`config.mk`:
```
export PLATFORM = sky130hd
export DESIGN_NAME = matmul_feeder_flat
export DESIGN_NICKNAME = d
export VERILOG_FILES = /design/src/rtl/matmul_feeder_if.sv /design/src/rtl/matmul_feeder.sv /design/src/flat_wrapper.sv
export SDC_FILE = /design/constraint.sdc
export NUM_CORES = 1
export LEC_CHECK = 0
export BUFFER_PORTS_ARGS = -buffer_cell sky130_fd_sc_hd__buf_2
export CORE_AREA = 2 2 184 186
export CTS_CLUSTER_DIAMETER = 120
export DETAILED_ROUTE_END_ITERATION = 10
export DIE_AREA = 0 0 186 188
export PLACE_DENSITY = 0.64
export REMOVE_ABC_BUFFERS = 1
export SLEW_MARGIN = 20
export SYNTH_ARGS = -nofsm -noshare
export SYNTH_HDL_FRONTEND = slang
export SYNTH_SLANG_ARGS = --single-unit
```
`constraint.sdc`:
```
create_clock -name clk_i -period 5.3 [get_ports clk_i]
set_input_delay 0.795 -clock clk_i [delete_from_list [all_inputs] [get_ports clk_i]]
set_output_delay 0.795 -clock clk_i [all_outputs]
set_load 0.02 [all_outputs]
```
`src/rtl/matmul_feeder_if.sv`:
```
// Operand-request / skewed-vector bundle between the controller (master) and matmul_feeder (slave).
// The optional dimension fields exist only when MATMUL_FEEDER_DIM_EN is defined.
interface matmul_feeder_if #(
  parameter int DATA_WIDTH = 8,
  parameter int BUS_WIDTH  = 32
);
  localparam int MAX_DIM = BUS_WIDTH / DATA_WIDTH;
  localparam int MAT_W   = DATA_WIDTH * MAX_DIM * MAX_DIM;
  localparam int VEC_W   = DATA_WIDTH * MAX_DIM;
  localparam int DIM_W   = (MAX_DIM > 1) ? $clog2(MAX_DIM) : 1;

  logic             start_i;
  logic [MAT_W-1:0] a_mat_flat_i;
  logic [MAT_W-1:0] b_mat_flat_i;
  logic             clear_i;
`ifdef MATMUL_FEEDER_DIM_EN
  logic [DIM_W-1:0] dim_n_i;
  logic [DIM_W-1:0] dim_k_i;
  logic [DIM_W-1:0] dim_m_i;
`endif
  logic [VEC_W-1:0] a_flat_o;
  logic [VEC_W-1:0] b_flat_o;
  logic             start_operation_o;
  logic             busy_o;
  logic             done_o;

  modport master (
`ifdef MATMUL_FEEDER_DIM_EN
    output dim_n_i, dim_k_i, dim_m_i,
`endif
    output start_i, a_mat_flat_i, b_mat_flat_i, clear_i,
    input  a_flat_o, b_flat_o, start_operation_o, busy_o, done_o
  );

  modport slave (
`ifdef MATMUL_FEEDER_DIM_EN
    input  dim_n_i, dim_k_i, dim_m_i,
`endif
    input  start_i, a_mat_flat_i, b_mat_flat_i, clear_i,
    output a_flat_o, b_flat_o, start_operation_o, busy_o, done_o
  );
endinterface

```
`src/rtl/matmul_feeder.sv`:
```
// Latches A/B on start and streams diagonally skewed operand vectors, zero flush, then holds done until clear_i.
// First vector one cycle after start; done 3*MAX_DIM-1 edges after start; start_i ignored while busy. Option: MATMUL_FEEDER_DIM_EN.
module matmul_feeder #(
  parameter int DATA_WIDTH = 8,
  parameter int BUS_WIDTH  = 32
) (
  input logic            clk_i,
  input logic            rst_n_i,
  matmul_feeder_if.slave bus
);
  localparam int MAX_DIM      = BUS_WIDTH / DATA_WIDTH;
  localparam int ARRAY_LENGTH = 2 * MAX_DIM - 1;
  localparam int CNT_W        = $clog2(ARRAY_LENGTH + MAX_DIM) + 1;
  localparam int MAT_W        = DATA_WIDTH * MAX_DIM * MAX_DIM;
  localparam int VEC_W        = DATA_WIDTH * MAX_DIM;
  localparam logic [CNT_W-1:0] FEED_LAST  = CNT_W'(ARRAY_LENGTH - 1);
  localparam logic [CNT_W-1:0] FLUSH_LAST = CNT_W'(ARRAY_LENGTH + MAX_DIM - 1);

  typedef enum logic [1:0] {S_IDLE, S_FEED, S_FLUSH, S_HOLD} state_t;

  state_t           r_state, w_state_nxt;
  logic [CNT_W-1:0] r_cnt, w_cnt_nxt;
  logic [MAT_W-1:0] r_a_mat, r_b_mat, w_a_mat_nxt, w_b_mat_nxt;
  logic [VEC_W-1:0] r_a_vec, r_b_vec, w_a_vec_nxt, w_b_vec_nxt;
  logic             r_start_op, r_busy, r_done;
  logic             w_start_op_nxt, w_busy_nxt, w_done_nxt;

  logic [MAT_W-1:0] w_src_a, w_src_b;
  logic [CNT_W-1:0] w_vec_idx;
  logic [VEC_W-1:0] w_a_skew, w_b_skew;

`ifdef MATMUL_FEEDER_DIM_EN
  localparam int DIM_W = (MAX_DIM > 1) ? $clog2(MAX_DIM) : 1;
  logic [DIM_W-1:0] r_dim_n, r_dim_k, r_dim_m;
  logic [DIM_W-1:0] w_dim_n, w_dim_k, w_dim_m;

  // In IDLE the start-edge vector is built straight from the inputs being latched.
  assign w_dim_n = (r_state == S_IDLE) ? bus.dim_n_i : r_dim_n;
  assign w_dim_k = (r_state == S_IDLE) ? bus.dim_k_i : r_dim_k;
  assign w_dim_m = (r_state == S_IDLE) ? bus.dim_m_i : r_dim_m;
`endif

  assign w_src_a   = (r_state == S_IDLE) ? bus.a_mat_flat_i : r_a_mat;
  assign w_src_b   = (r_state == S_IDLE) ? bus.b_mat_flat_i : r_b_mat;
  assign w_vec_idx = (r_state == S_IDLE) ? '0 : r_cnt + 1'b1;

  // Lane i on cycle c carries the k = c-i diagonal element.
  always_comb begin
    w_a_skew = '0;
    w_b_skew = '0;
    for (int i = 0; i < MAX_DIM; i++) begin
      for (int k = 0; k < MAX_DIM; k++) begin
        if (int'(w_vec_idx) == i + k) begin
`ifdef MATMUL_FEEDER_DIM_EN
          if (i <= int'(w_dim_n) && k <= int'(w_dim_k))
`endif
            w_a_skew[i*DATA_WIDTH +: DATA_WIDTH] = w_src_a[(i*MAX_DIM+k)*DATA_WIDTH +: DATA_WIDTH];
`ifdef MATMUL_FEEDER_DIM_EN
          if (k <= int'(w_dim_k) && i <= int'(w_dim_m))
`endif
            w_b_skew[i*DATA_WIDTH +: DATA_WIDTH] = w_src_b[(k*MAX_DIM+i)*DATA_WIDTH +: DATA_WIDTH];
        end
      end
    end
  end

  always_comb begin
    w_state_nxt    = r_state;
    w_cnt_nxt      = r_cnt;
    w_a_mat_nxt    = r_a_mat;
    w_b_mat_nxt    = r_b_mat;
    w_a_vec_nxt    = '0;
    w_b_vec_nxt    = '0;
    w_start_op_nxt = r_start_op;
    w_busy_nxt     = r_busy;
    w_done_nxt     = r_done;
    case (r_state)
      S_IDLE: begin
        w_start_op_nxt = 1'b0;
        w_busy_nxt     = 1'b0;
        w_done_nxt     = 1'b0;
        if (bus.start_i) begin
          w_state_nxt    = S_FEED;
          w_cnt_nxt      = '0;
          w_a_mat_nxt    = bus.a_mat_flat_i;
          w_b_mat_nxt    = bus.b_mat_flat_i;
          w_a_vec_nxt    = w_a_skew;
          w_b_vec_nxt    = w_b_skew;
          w_start_op_nxt = 1'b1;
          w_busy_nxt     = 1'b1;
        end
      end
      S_FEED: begin
        w_cnt_nxt = r_cnt + 1'b1;
        if (r_cnt == FEED_LAST) begin
          w_state_nxt = S_FLUSH;
        end else begin
          w_a_vec_nxt = w_a_skew;
          w_b_vec_nxt = w_b_skew;
        end
      end
      S_FLUSH: begin
        // The counter keeps running from FEED, so the flush ends at a fixed absolute count.
        if (r_cnt == FLUSH_LAST) begin
          w_state_nxt = S_HOLD;
          w_done_nxt  = 1'b1;
        end else begin
          w_cnt_nxt = r_cnt + 1'b1;
        end
      end
      S_HOLD: begin
        if (bus.clear_i) begin
          w_state_nxt    = S_IDLE;
          w_cnt_nxt      = '0;
          w_start_op_nxt = 1'b0;
          w_busy_nxt     = 1'b0;
          w_done_nxt     = 1'b0;
        end
      end
      default: begin
        w_state_nxt = S_IDLE;
      end
    endcase
  end

  always_ff @(posedge clk_i or negedge rst_n_i) begin
    if (!rst_n_i) begin
      r_state    <= S_IDLE;
      r_cnt      <= '0;
      r_a_mat    <= '0;
      r_b_mat    <= '0;
      r_a_vec    <= '0;
      r_b_vec    <= '0;
      r_start_op <= 1'b0;
      r_busy     <= 1'b0;
      r_done     <= 1'b0;
    end else begin
      r_state    <= w_state_nxt;
      r_cnt      <= w_cnt_nxt;
      r_a_mat    <= w_a_mat_nxt;
      r_b_mat    <= w_b_mat_nxt;
      r_a_vec    <= w_a_vec_nxt;
      r_b_vec    <= w_b_vec_nxt;
      r_start_op <= w_start_op_nxt;
      r_busy     <= w_busy_nxt;
      r_done     <= w_done_nxt;
    end
  end

`ifdef MATMUL_FEEDER_DIM_EN
  always_ff @(posedge clk_i or negedge rst_n_i) begin
    if (!rst_n_i) begin
      r_dim_n <= '0;
      r_dim_k <= '0;
      r_dim_m <= '0;
    end else if (r_state == S_IDLE && bus.start_i) begin
      r_dim_n <= bus.dim_n_i;
      r_dim_k <= bus.dim_k_i;
      r_dim_m <= bus.dim_m_i;
    end
  end
`endif

  assign bus.a_flat_o          = r_a_vec;
  assign bus.b_flat_o          = r_b_vec;
  assign bus.start_operation_o = r_start_op;
  assign bus.busy_o            = r_busy;
  assign bus.done_o            = r_done;
endmodule
```
`src/flat_wrapper.sv`:
```
// flat-port wrapper written by rule: the top's interface ports become plain ports
module matmul_feeder_flat 
#(
  parameter int DATA_WIDTH = 8,
  parameter int BUS_WIDTH  = 32
)
  (clk_i, rst_n_i, bus_start_i, bus_a_mat_flat_i, bus_b_mat_flat_i, bus_clear_i, bus_a_flat_o, bus_b_flat_o, bus_start_operation_o, bus_busy_o, bus_done_o);
  matmul_feeder_if #(.DATA_WIDTH(DATA_WIDTH), .BUS_WIDTH(BUS_WIDTH)) bus_i ();
  input logic clk_i;
  input logic rst_n_i;
  input wire logic [$bits(bus_i.start_i)-1:0] bus_start_i;
  input wire logic [$bits(bus_i.a_mat_flat_i)-1:0] bus_a_mat_flat_i;
  input wire logic [$bits(bus_i.b_mat_flat_i)-1:0] bus_b_mat_flat_i;
  input wire logic [$bits(bus_i.clear_i)-1:0] bus_clear_i;
  output wire logic [$bits(bus_i.a_flat_o)-1:0] bus_a_flat_o;
  output wire logic [$bits(bus_i.b_flat_o)-1:0] bus_b_flat_o;
  output wire logic [$bits(bus_i.start_operation_o)-1:0] bus_start_operation_o;
  output wire logic [$bits(bus_i.busy_o)-1:0] bus_busy_o;
  output wire logic [$bits(bus_i.done_o)-1:0] bus_done_o;
  assign bus_i.start_i = bus_start_i;
  assign bus_i.a_mat_flat_i = bus_a_mat_flat_i;
  assign bus_i.b_mat_flat_i = bus_b_mat_flat_i;
  assign bus_i.clear_i = bus_clear_i;
  assign bus_a_flat_o = bus_i.a_flat_o;
  assign bus_b_flat_o = bus_i.b_flat_o;
  assign bus_start_operation_o = bus_i.start_operation_o;
  assign bus_busy_o = bus_i.busy_o;
  assign bus_done_o = bus_i.done_o;
  matmul_feeder #(.DATA_WIDTH(DATA_WIDTH), .BUS_WIDTH(BUS_WIDTH)) u_core (.clk_i(clk_i), .rst_n_i(rst_n_i), .bus(bus_i));
endmodule
```
# After elaboration in Yosys (flattened, before gate mapping)
# Index checks and enable logic that the tools add are counted.
[totals]
output_inout_bits = 67
reg_bits = 329
input_bits = 260
word_cells = 89
[classes]
n_reduce_logical = 9
eq_ne = 16
addsub = 1
n_mux = 55
[ops]
columns = ["cell", "count"]
rows = [
  ["$mux 128", 2],
  ["$mux 8", 32],
  ["$mux 32", 4],
  ["$pmux 32 s2", 2],
  ["$eq 5x4->1 const B", 4],
  ["$mux 5", 4],
  ["$pmux 5 s4", 1],
  ["$eq 5x3->1 const B", 3],
  ["$mux 2", 4],
  ["$pmux 2 s4", 1],
  ["$ne 2x2->1 const B", 3],
  ["$reduce_and 3->1", 2],
  ["$add 5x1->5 const B", 1],
  ["$eq 5x2->1 const B", 1],
  ["$logic_not 5->1", 1],
  ["$eq 2x2->1 const B", 2],
  ["$ne 2x1->1 const B", 2],
  ["$reduce_and 2->1", 2],
  ["$reduce_and 4->1", 1],
  ["$mux 1", 3],
  ["$pmux 1 s3", 1],
  ["$reduce_bool 3->1", 1],
  ["$eq 2x1->1 const B", 1],
  ["$logic_not 2->1", 1],
  ["2 further kinds", 2],
]

# Depth between registers and ports, before layout
[depth]
word_depth = 9
mapped_depth = 12
depth_no_buf = 7

# Worst setup path before layout
# No wires, ideal clock.
[synth_timing]
path_type = "register -> register"
startpoint = "register u_core.r_cnt[0]"
endpoint = "register u_core.r_a_vec[8], in the netlist u_core.bus.a_flat_o[8]"
setup_ps = 99
synth_period_minus_slack_ps = 2541
stages_incl_launch_ff = 13
t_required_ps = 5201
slack_ps = 2759
arrival_time_ps = 2442
n_path_buf = 5
cell_sequence = "dfrtp_1 -> buf_4 -> inv_2 -> buf_2 -> clkbuf_1 -> ha_1 -> nor2_1 -> and4_1 -> a21o_1 -> buf_4 -> clkbuf_4 -> o211ai_1 -> a311oi_1"
[synth_between]
elab_chain_len = 9
elab_cells_between_ends = 14
classes_between = "add/sub: 1; eq/ne: 5; mux: 8"
[synth_rtl]
columns = ["element", "line", "text"]
rows = [
  ["start, declared", "matmul_feeder.sv:22", "logic [CNT_W-1:0] r_cnt, w_cnt_nxt;"],
  ["start signal, assigned", "matmul_feeder.sv:139", "r_cnt <= w_cnt_nxt;"],
  ["$add 5x1->5", "matmul_feeder.sv:45", "assign w_vec_idx = (r_state == S_IDLE) ? '0 : r_cnt + 1'b1;"],
  ["$mux 5", "matmul_feeder.sv:45", ""],
  ["$eq 5x2->1", "matmul_feeder.sv:53", "if (int'(w_vec_idx) == i + k) begin"],
  ["$mux 8 (4 in a row)", "matmul_feeder.sv:53", ""],
  ["$mux 32 (on tied branches)", "matmul_feeder.sv:95, matmul_feeder.sv:82", ""],
  ["$pmux 32 s2 (*)", "matmul_feeder.sv:77", "case (r_state)"],
  ["net u_core.w_a_vec_nxt[8]", "matmul_feeder.sv:24", "logic [VEC_W-1:0] r_a_vec, r_b_vec, w_a_vec_nxt, w_b_vec_nxt;"],
  ["end signal, assigned", "matmul_feeder.sv:142", "r_a_vec <= w_a_vec_nxt;"],
  ["end, declared", "matmul_feeder.sv:24", ""],
]
# The timed path passes the listed nets; every way through them passes the cells marked *.
# A chain may end at the register's enable or synchronous reset.

# Final worst setup path
[layout_timing]
startpoint = "register u_core.r_cnt[0]"
endpoint = "register u_core.r_b_vec[22], in the netlist u_core.bus.b_flat_o[22]"
[layout_between]
elab_chain_len = 9
elab_cells_between_ends = 14
classes_between = "add/sub: 1; eq/ne: 5; mux: 8"
[layout_rtl]
columns = ["element", "line", "text"]
rows = [
  ["$add 5x1->5", "matmul_feeder.sv:45", ""],
  ["$mux 5", "matmul_feeder.sv:45", ""],
  ["$eq 5x3->1", "matmul_feeder.sv:53", ""],
  ["$mux 8 (4 in a row)", "matmul_feeder.sv:53", ""],
  ["$mux 32 (on tied branches)", "matmul_feeder.sv:95, matmul_feeder.sv:82", ""],
  ["$pmux 32 s2 (*)", "matmul_feeder.sv:77", ""],
  ["net u_core.w_b_vec_nxt[22]", "matmul_feeder.sv:24", ""],
  ["end signal, assigned", "matmul_feeder.sv:143", "r_b_vec <= w_b_vec_nxt;"],
  ["end, declared", "matmul_feeder.sv:24", ""],
]
# Marked as above.

==> flow_summary.rst <==
.. list-table::
   :header-rows: 1

   * - Metric
     - Value
   * - Outcome
     - completed
   * - Flop pwr share
     - 0.373
   * - Slew @ Worst Pin
     - 0.997 ns
   * - Ratio of cells with drive above 1 in the final layout
     - 0.474
   * - Kind of launch point of the worst setup path
     - flip-flop
   * - FF-to-FF path depth
     - 6
   * - Highest fanout seen on the critical path
     - 69
   * - Area Overhead vs Synth
     - 22.3%
   * - Fraction of synthesis flops using an asynchronous set or reset pin
     - 1.00
   * - Post-DP HPWL
     - 24300 um
   * - Via density per instance
     - 5.28
   * - Setup repair bufs after CTS
     - 0
   * - Hold Buf Count CTS
     - 0
   * - Post-place setup slack
     - 2.02 ns
   * - Number of register bits inferred by synthesis
     - 329
   * - Fraction of the yosys area taken by sequential cells
     - 0.564
   * - Power density normalized to cell area
     - 640 nW/um^2
   * - Area contributors post-synth
     - dfrtp_1 56%, mux2_2 21%, mux2i_1 2.3%
   * - Synthesized area divided by synthesized cell count
     - 12.8 um^2
   * - Final max-slew violation count
     - 0
   * - Max-cap viol count
     - 0
   * - Final Cycle Share
     - 0.614
   * - Clock tree from TritonCTS
     - yes
   * - Initial standard-cell utilization of the core
     - 0.441
   * - IO Port Bufs
     - 326
   * - Crit path time final
     - 3.25 ns
   * - Fraction of power consumed by combinational cells
     - 0.390
   * - CP required
     - 5.69 ns
   * - Wirelength per Cell
     - 19.7 um
   * - Standard-cell row count
     - 67
   * - Maximum number of buffers from clock root to sink
     - 3
   * - Antenna violations before repair
     - 23
   * - Global-route wire length before repair
     - 59400 um
   * - Part of the power in the clock network
     - 0.237
   * - Clock-pin slew on the worst setup and hold paths
     - 0.06 ns
   * - I/O pin count
     - 327
   * - Worst supply voltage drop on vdd
     - 316 uV
   * - Main synth FF type
     - dfrtp_1
   * - Fraction of post-synthesis cell area in the top cell type by area
     - 0.564
   * - H-tree lvl count
     - 2
   * - Clk sinks
     - 329
   * - Total number of nets in the final design
     - 1704
   * - Die Span Y
     - 188 um
   * - Clock latency reported for the late side of the worst-skew pair
     - 0.52 ns
   * - Overall die area
     - 35000 um^2
   * - Antenna Nets Post-Route
     - 0
   * - Root buffer selected by CTS
     - clkbuf_16
   * - Kind of critical path
     - reg -> reg
   * - Worst relative slew slack
     - 0.333
   * - Worst r2r src
     - u_core.r_cnt[0]$_DFFE_PN0P_
   * - Signal arrival time at the worst endpoint
     - 3.64 ns
   * - Max Clock Freq
     - 0.308 GHz
   * - Final setup violating endpoints
     - 0
   * - Number of buffers created by CTS
     - 37
   * - Total overflow reported by the global router
     - 0
   * - DRC
     - 0
   * - Summed instance area of the synthesized netlist
     - 14600 um^2
   * - Placed cell count
     - 1846
   * - Number of gates resized after cts
     - 0
   * - Number of design-rule violations left by the first detailed-router iteration
     - 577
   * - Worst Skew
     - 0.0203 ns
   * - DR vias
     - 10200
   * - Count of cell types in the netlist
     - 51
   * - Via count of the first global-routing pass
     - 10700
   * - Internal power consumption
     - 7480 uW
   * - Wirelength, routed
     - 37900 um
   * - Pleak
     - 0.00832 uW
   * - Final Hold Viols
     - 0
   * - End of the worst register-to-register path
     - u_core.bus.b_flat_o[22]$_DFF_PN0_
   * - Final design utilization
     - 0.539
   * - Biggest area consumer among synthesized cells
     - dfrtp_1
   * - Leading cell type by number of instances after synthesis
     - dfrtp_1
   * - Maximum number of pins on one net before global-route repair
     - 127
   * - Type of the tightest min-delay check
     - in -> async
   * - Die W
     - 186 um
   * - Kind of end point of the critical path
     - flip-flop
   * - Min setup slack post-route
     - 2.05 ns
   * - First-pass detailed-route iteration total
     - 5
   * - Non-filler cells, final
     - 1924
   * - Fraction of power spent switching nets
     - 0.345
   * - Synthesized instance count
     - 1142
   * - Core region area
     - 33100 um^2
   * - Unrepaired setup endpoints after global routing
     - no
   * - Net switching power of the design
     - 3950 uW
   * - Weighted congestion reported at the end of routability-driven placement
     - 0.742
   * - Yosys warns
     - 0
   * - Post-synth top cells
     - 329 x dfrtp_1, 273 x mux2_2, 85 x nor2_1
   * - Number of flops mapped to enable cells by yosys
     - 0
   * - Slack of the worst reg-to-reg path
     - 2.05 ns
   * - Number of inserted filler cells in the final layout
     - 2846
   * - Global-route usage over all layers
     - 0.219
## sequential cells by signal (all words and copies together) (netlist names)
signal	cells
u_core.bus.done_o	1
u_core.r_cnt	5
u_core.r_state	2
u_core.bus.a_flat_o	32
u_core.bus.start_operation_o	1
u_core.r_a_mat	128
u_core.r_b_mat	128
u_core.bus.b_flat_o	32
## critical path, cell delays in order (launching register included)
cell and delay, ns:
dfrtp_2 0.68, inv_2 0.11, ha_4 0.83, nand2b_1 0.21
nor2_1 0.20, nand3_1 0.62, o211a_1 0.48
## power by group through the flow
stage	Clock [uW]	Combinational [uW]	Sequential, uW
after floorplan	0	3420	4280
after global placement	0	4400	4240
after detailed placement	0	4490	4280
after CTS	2760	4510	4250
after global routing	2860	4940	4400
final	2700	4460	4260
## final cells by class
type	count	area, um^2	area share
Tap cell	448	561	0.0314
Inverter	5	18.8	0.00105
Clock buffer	51	1070	0.0600
Sequential cell	329	8230	0.462
Timing Repair Buffer	341	1780	0.0997
Antenna cell	17	42.5	0.00238
Clock inverter	10	211	0.0119
Multi-Input combinational cell	723	5920	0.332
## logic make-up (layout without fill, tap and decap cells)
kind of cell,Yosys count,in the layout,synth area share
fa+ha+maj,7,7,0.00600
buf+inv,90,407,0.0317
flops,329,329,0.564
compound gates,177,177,0.0843
simple gates,232,232,0.0794
mux,307,307,0.234
other cells,0,17,0
## how the worst max path moves through the flow
stage                             startpoint                                end  slack [ns]  cells after the start
2_1_floorplan  u_core.r_state[0]$_DFFE_PN0P_   u_core.bus.a_flat_o[0]$_DFF_PN0_       -6.65                      6
3_3_place_gp     u_core.r_cnt[0]$_DFFE_PN0P_  u_core.bus.b_flat_o[23]$_DFF_PN0_        2.03                      6
3_5_place_dp     u_core.r_cnt[0]$_DFFE_PN0P_  u_core.bus.b_flat_o[17]$_DFF_PN0_        2.02                      6
4_1_cts          u_core.r_cnt[0]$_DFFE_PN0P_  u_core.bus.a_flat_o[23]$_DFF_PN0_        2.03                      6
5_1_grt          u_core.r_cnt[0]$_DFFE_PN0P_  u_core.bus.b_flat_o[19]$_DFF_PN0_        1.75                      6
6_report         u_core.r_cnt[0]$_DFFE_PN0P_  u_core.bus.b_flat_o[22]$_DFF_PN0_        2.05                      6
## layer usage
layer,global-route usage,share of wire
met2,0.358,0.48
met5,0,0.0021
met4,0.0830,0.031
met3,0.0507,0.059
met1,0.283,0.43
## metrics by stage
step | TNS (ns) | hold slack [ns] | total power (uW) | instance area (um^2)
finish | 0 | 0.316 | 11400 | 17800
CTS | 0 | 0.359 | 11500 | 17800
global route | 0 | 0.373 | 12200 | 17800
detailed placement | 0 | 0.490 | 8780 | 16500
global placement | 0 | 0.481 | 8640 | 16500
floorplan | -1638.23 | 0.474 | 7700 | 14100
## layout by cell type (no fill, tap or decap), drive strengths merged, types with 30 or more instances in the layout
cell,count
mux2,273
nand2,63
nor2,86
a21oi,50
dfrtp,329
o22ai,30
buf,341
mux2i,34
clkbuf,51
Note: power is estimated with default switching activity, not from simulation.
